==> config.mk <==
export PLATFORM = sky130hd
export DESIGN_NAME = add_sub_pipe
export DESIGN_NICKNAME = d
export VERILOG_FILES = /design/src/rtl/add_sub_pipe.sv
export SDC_FILE = /design/constraint.sdc
export NUM_CORES = 1
export LEC_CHECK = 0
export BUFFER_PORTS_ARGS = -buffer_cell sky130_fd_sc_hd__buf_2
export CAP_MARGIN = 20
export CORE_MARGIN = 3
export CORE_UTILIZATION = 47
export DETAILED_ROUTE_END_ITERATION = 7
export PLACE_DENSITY = 0.78
export REMOVE_ABC_BUFFERS = 1
export SKIP_CTS_REPAIR_TIMING = 1
export SLEW_MARGIN = 5
export SYNTH_ARGS = -nofsm -noshare
export SYNTH_HDL_FRONTEND = slang
export SYNTH_SLANG_ARGS = --single-unit
==> constraint.sdc <==
create_clock -name clk -period 8.5 [get_ports clk]
set_input_delay 1.7 -clock clk [delete_from_list [all_inputs] [get_ports clk]]
set_output_delay 1.7 -clock clk [all_outputs]
set_load 0.03 [all_outputs]
==> src/rtl/add_sub_pipe.sv <==
// Two-stage pipelined add/sub/accumulate unit with carry, overflow and zero flags.
// Stage A holds the operand beat; stage B holds the registered result and flags.
module add_sub_pipe #(
   parameter int WIDTH    = 8,
   parameter int SATURATE = 0
) (
   input  logic             clk,
   input  logic             rst_n,
   input  logic             in_valid,
   output logic             in_ready,
   input  logic [1:0]       op,
   input  logic             sign,
   input  logic [WIDTH-1:0] x,
   input  logic [WIDTH-1:0] y,
   input  logic             acc_clr,
   output logic             out_valid,
   input  logic             out_ready,
   output logic [WIDTH-1:0] z,
   output logic             carry,
   output logic             ovf,
   output logic             zero
);

   // Handshake: a beat moves across a boundary on the edge where valid && ready;
   // valid and payload hold until that edge, so beats are never dropped or duplicated.

   logic             r_a_valid;
   logic [1:0]       r_a_op;
   logic             r_a_sign;
   logic [WIDTH-1:0] r_a_x;
   logic [WIDTH-1:0] r_a_y;
   logic [WIDTH-1:0] r_acc;

   logic             r_b_valid;
   logic [WIDTH-1:0] r_z;
   logic             r_carry;
   logic             r_ovf;
   logic             r_zero;

   logic             w_b_ready;
   logic             w_a_ready;
   logic             w_a_xfer;
   logic             w_in_xfer;
   logic             w_is_acc;
   logic             w_is_sub;
   logic [WIDTH-1:0] w_left;
   logic [WIDTH-1:0] w_right;
   logic [WIDTH:0]   w_sum;
   logic             w_carry;
   logic             w_sovf;
   logic             w_ovf;
   logic [WIDTH-1:0] w_sat_val;
   logic [WIDTH-1:0] w_z;

   assign w_b_ready = !r_b_valid || out_ready;
   assign w_a_ready = !r_a_valid || w_b_ready;
   assign w_a_xfer  = r_a_valid && w_b_ready;
   assign w_in_xfer = in_valid && w_a_ready;
   assign w_is_acc  = r_a_op[1];
   assign w_is_sub  = r_a_op[0];

   always_comb begin
      w_left    = r_a_x;
      w_right   = r_a_y;
      w_sum     = '0;
      w_carry   = 1'b0;
      w_sovf    = 1'b0;
      w_ovf     = 1'b0;
      w_sat_val = '0;
      w_z       = '0;
      // A clear coinciding with an accumulate transfer wins: the op sees acc as zero.
      if (w_is_acc) begin
         w_left  = acc_clr ? '0 : r_acc;
         w_right = r_a_x;
      end
      if (w_is_sub) begin
         w_sum = {1'b0, w_left} - {1'b0, w_right};
      end else begin
         w_sum = {1'b0, w_left} + {1'b0, w_right};
      end
      w_carry = w_sum[WIDTH];
      w_sovf  = (w_sum[WIDTH-1] != w_left[WIDTH-1]) &&
                (w_is_sub ? (w_left[WIDTH-1] != w_right[WIDTH-1])
                          : (w_left[WIDTH-1] == w_right[WIDTH-1]));
      w_ovf   = r_a_sign ? w_sovf : w_carry;
      // On signed overflow the true result has the sign of the left operand.
      if (r_a_sign) begin
         w_sat_val = w_left[WIDTH-1] ? {1'b1, {(WIDTH-1){1'b0}}} : {1'b0, {(WIDTH-1){1'b1}}};
      end else begin
         w_sat_val = w_is_sub ? '0 : '1;
      end
      w_z = ((SATURATE != 0) && w_ovf) ? w_sat_val : w_sum[WIDTH-1:0];
   end

   always_ff @(posedge clk or negedge rst_n) begin
      if (!rst_n) begin
         r_a_valid <= 1'b0;
         r_a_op    <= '0;
         r_a_sign  <= 1'b0;
         r_a_x     <= '0;
         r_a_y     <= '0;
      end else begin
         if (w_a_ready) begin
            r_a_valid <= in_valid;
         end
         if (w_in_xfer) begin
            r_a_op   <= op;
            r_a_sign <= sign;
            r_a_x    <= x;
            r_a_y    <= y;
         end
      end
   end

   always_ff @(posedge clk or negedge rst_n) begin
      if (!rst_n) begin
         r_b_valid <= 1'b0;
         r_z       <= '0;
         r_carry   <= 1'b0;
         r_ovf     <= 1'b0;
         r_zero    <= 1'b0;
      end else begin
         if (w_b_ready) begin
            r_b_valid <= r_a_valid;
         end
         if (w_a_xfer) begin
            r_z     <= w_z;
            r_carry <= w_carry;
            r_ovf   <= w_ovf;
            r_zero  <= (w_z == '0);
         end
      end
   end

   always_ff @(posedge clk or negedge rst_n) begin
      if (!rst_n) begin
         r_acc <= '0;
      end else if (w_a_xfer && w_is_acc) begin
         r_acc <= w_z;
      end else if (acc_clr) begin
         r_acc <= '0;
      end
   end

   assign in_ready  = w_a_ready;
   assign out_valid = r_b_valid;
   assign z         = r_z;
   assign carry     = r_carry;
   assign ovf       = r_ovf;
   assign zero      = r_zero;

endmodule

==> results.md <==
* Logic pwr share at between 40 and 50%
* Cts bufs inserted at 5
* Sw Ratio at 39.0%
* Internal at between 0.4 and 0.5 mW
* Deepest clock path buffer count at 2
* Synthesis-stage register bit count at 40
* Maximum number of pins on one net before global-route repair at about 40
* Critical path's slowest cell: buf_2
* Unrepaired setup endpoints after global routing: no
* Starting Density at between 50% and 60%
* Syn. warnings at 0
* CTS sink count at 40
* Final setup viols at 0
* Fin nets at 281
* Finished Core Util at 57.6%
* Max_cap viols at 0
* Worst-path fanout max at 3
* 1st-iter DRT viols at 82
* CTS root buf: clkbuf_8
* Crit-path most repeated cell: buf_2
* Final GP Congestion at 0.769
* Measured slew at the worst slew-check pin at ~1.0 ns
* Number of I/O port buffers at 36
* Max Freq at around 260 MHz
* Post-Syn Area at 2260 sq um
* Synth area leaders: dfrtp_1 (44%), mux2_2 (10%), ha_1 (5.0%)
* GRT Resource Usage Total at around 16%
* Overflow after GRT at 0
* Leakage Power at roughly 1.2 nW
* Syn-to-layout area delta at 14.8%
* CTS tree: built
* Clk_lat worst skew at approximately 0.30 ns
* Peak supply drop at 0.158 mV
* Clock Skew at 0.00435 ns
* DRT Pass-1 Iters at 4
* CTS H-tree depth at 2
* HP Class: flip-flop to flip-flop
* Synth unique cells at 41
* Setup TNS at 0 ns
* Pwr Density at between 300 and 400 nW/um^2
* Die Ht at roughly 75 um
* EDFF count, synth at 0
* Clk pwr share at between 20% and 30%
* # diodes at 0
* Global-route wire length before repair at a little under 7 mm
* Hold_ws at roughly 0.47 ns
* Final Max Slew Viols at 0
* Avg Cell Area, Syn at 10.6 sq um
* Synthesized instance count at between 200 and 250
* Outcome: completed
* Slew headroom at a little under a third
* Count leader, synth: dfrtp_1
* Slowest stage delay, CP at 0.20 ns
* # IOs at 37
* Worst Path Arrival at approximately 2.2 ns
* Worst-path clk slew at ~0.07 ns
* Register area share after synthesis at between 40 and 50%
* Worst endpoint required time at a little under 7 ns
* Fin crit period at just under 4 ns
* Vias in the first global route at 1564
* Initial antenna violation count at 0
* Final Hold Vio Count at 0
* Crit share post-route at between 40% and 50%
* Switching pwr at roughly 0.32 mW
* Total power at about 0.81 mW
* Synth top cells by count: dfrtp_1 (40), mux2_2 (20), nand2_1 (17)
* Cell Rows at 24
* Core Box Area at roughly 4500 sq um
* Routed len/inst at roughly 13 um
* Share of layout cells above drive strength 1 at about 27%
* Startpoint types: input pin
* Area after DPL at approximately 2500 sq um
* Vias post-DR at roughly 1600
* Synth top area share at 44.2%
* Final Cell Area at between 2000 and 3000 sq um
* Detailed Route WL at 4.03 mm
* Die W at around 75 um
* Reg power frac at about 34%
* Dpl hpwl at between 3 and 4 mm
* Die Area at ~5700 sq um
* Asr flop ratio synth at 100%
* Setup Crit Path Kind: input pin to output port
* Via density at 5.46
* Count of antenna-violating nets left after detailed routing at 0
* Prevailing post-synth register cell: dfrtp_1
* Nature of the critical path endpoint: output port
* Top cell type by total area after synthesis: dfrtp_1
* DRC viols at 0
* Critical Path, Cell by Cell: buf_2 -> nand3b_1 -> buf_2
## worst max-delay path, delay by kind of cell
kind                   cells  cell delay, ns
and+or+nand+nor            1            0.18
buffers and inverters      2            0.30
## logic make-up (layout without fill, tap and decap cells)
| group | after synthesis | in the layout | share of synthesized area (%) |
|---|---|---|---|
| AOI/OAI and AO/OA | 46 | 46 | 12.6 |
| DFF | 40 | 40 | 44.2 |
| buffers and inverters | 15 | 50 | 2.65 |
| xor gates and xnor gates | 13 | 13 | 5.03 |
| muxes | 34 | 34 | 16.4 |
| and+or+nand+nor | 55 | 55 | 13.2 |
| adders and majority gates | 10 | 10 | 5.86 |
## per-stage QoR
stage	instances	setup WS (ns)
CTS	300	4.62
global route	300	4.41
global placement	292	4.60
detailed placement	292	4.55
finish	300	4.62
floorplan	204	4.75
## area by class of cell
class	instances	area, sq um
clock inverter	1	30.0
tap	52	65.1
multi-input combinational	158	1200
sequential	40	1000
fill	400	1910
clock buffer	7	96.3
timing repair buffer	36	180
inverter	6	22.5
## state kept, by name, indices dropped and copies added (netlist names)
name	flops
r_a_x	8
r_a_y	8
r_acc	8
z	8
r_a_op	2
carry	1
out_valid	1
ovf	1
r_a_sign	1
r_a_valid	1
zero	1
## worst paths after layout
check / end / cells after the start / slack (ns) / from
hold / removal: z[7] / 2 / 0.47 / z[7]
setup / recovery: in_ready / 3 / 4.62 / out_ready
setup reg to reg: ovf / 12 / 4.71 / r_a_op[1]
max in group asynchronous: r_a_sign / 1 / 6.44 / rst_n
hold reg to reg: z[7] / 2 / 0.47 / z[7]
min in group asynchronous: r_a_y[0] / 1 / 1.51 / rst_n
## power groups by stage
stage	Combinational (mW)	Clock (mW)	Sequential (mW)
global route	0.414	0.180	0.285
detailed placement	0.370	0	0.281
CTS	0.372	0.170	0.278
global placement	0.364	0	0.279
finish	0.369	0.167	0.278
floorplan	0.240	0	0.321
## routing by layer
| metal | vias up | GRT usage (%) | share of wire [%] |
|---|---|---|---|
| li1 | 828 | - | - |
| met1 | 775 | 20.6 | 47 |
| met2 | 29 | 25.1 | 46 |
| met3 | 5 | 4.62 | 4.5 |
| met4 | 0 | 6.21 | 1.7 |
| met5 | - | 0 | 0 |
## placed cells by master (no fill, tap or decap), types with 2 or more instances in the layout
master / instances
buf_2: 36
nor2_1: 7
mux2_1: 4
o21ai_1: 7
nor3_1: 2
inv_1: 6
mux2_2: 20
o211ai_1: 2
xnor2_1: 4
nand3b_1: 9
dfrtp_1: 40
nand2b_1: 3
a21oi_1: 5
clkbuf_8: 7
xor2_1: 9
o21ai_0: 16
nor2b_1: 6
mux2i_1: 10
nand3_1: 5
a31oi_1: 3
nand2_1: 17
o21a_1: 2
ha_1: 9
(Power assumes the default switching activity.)
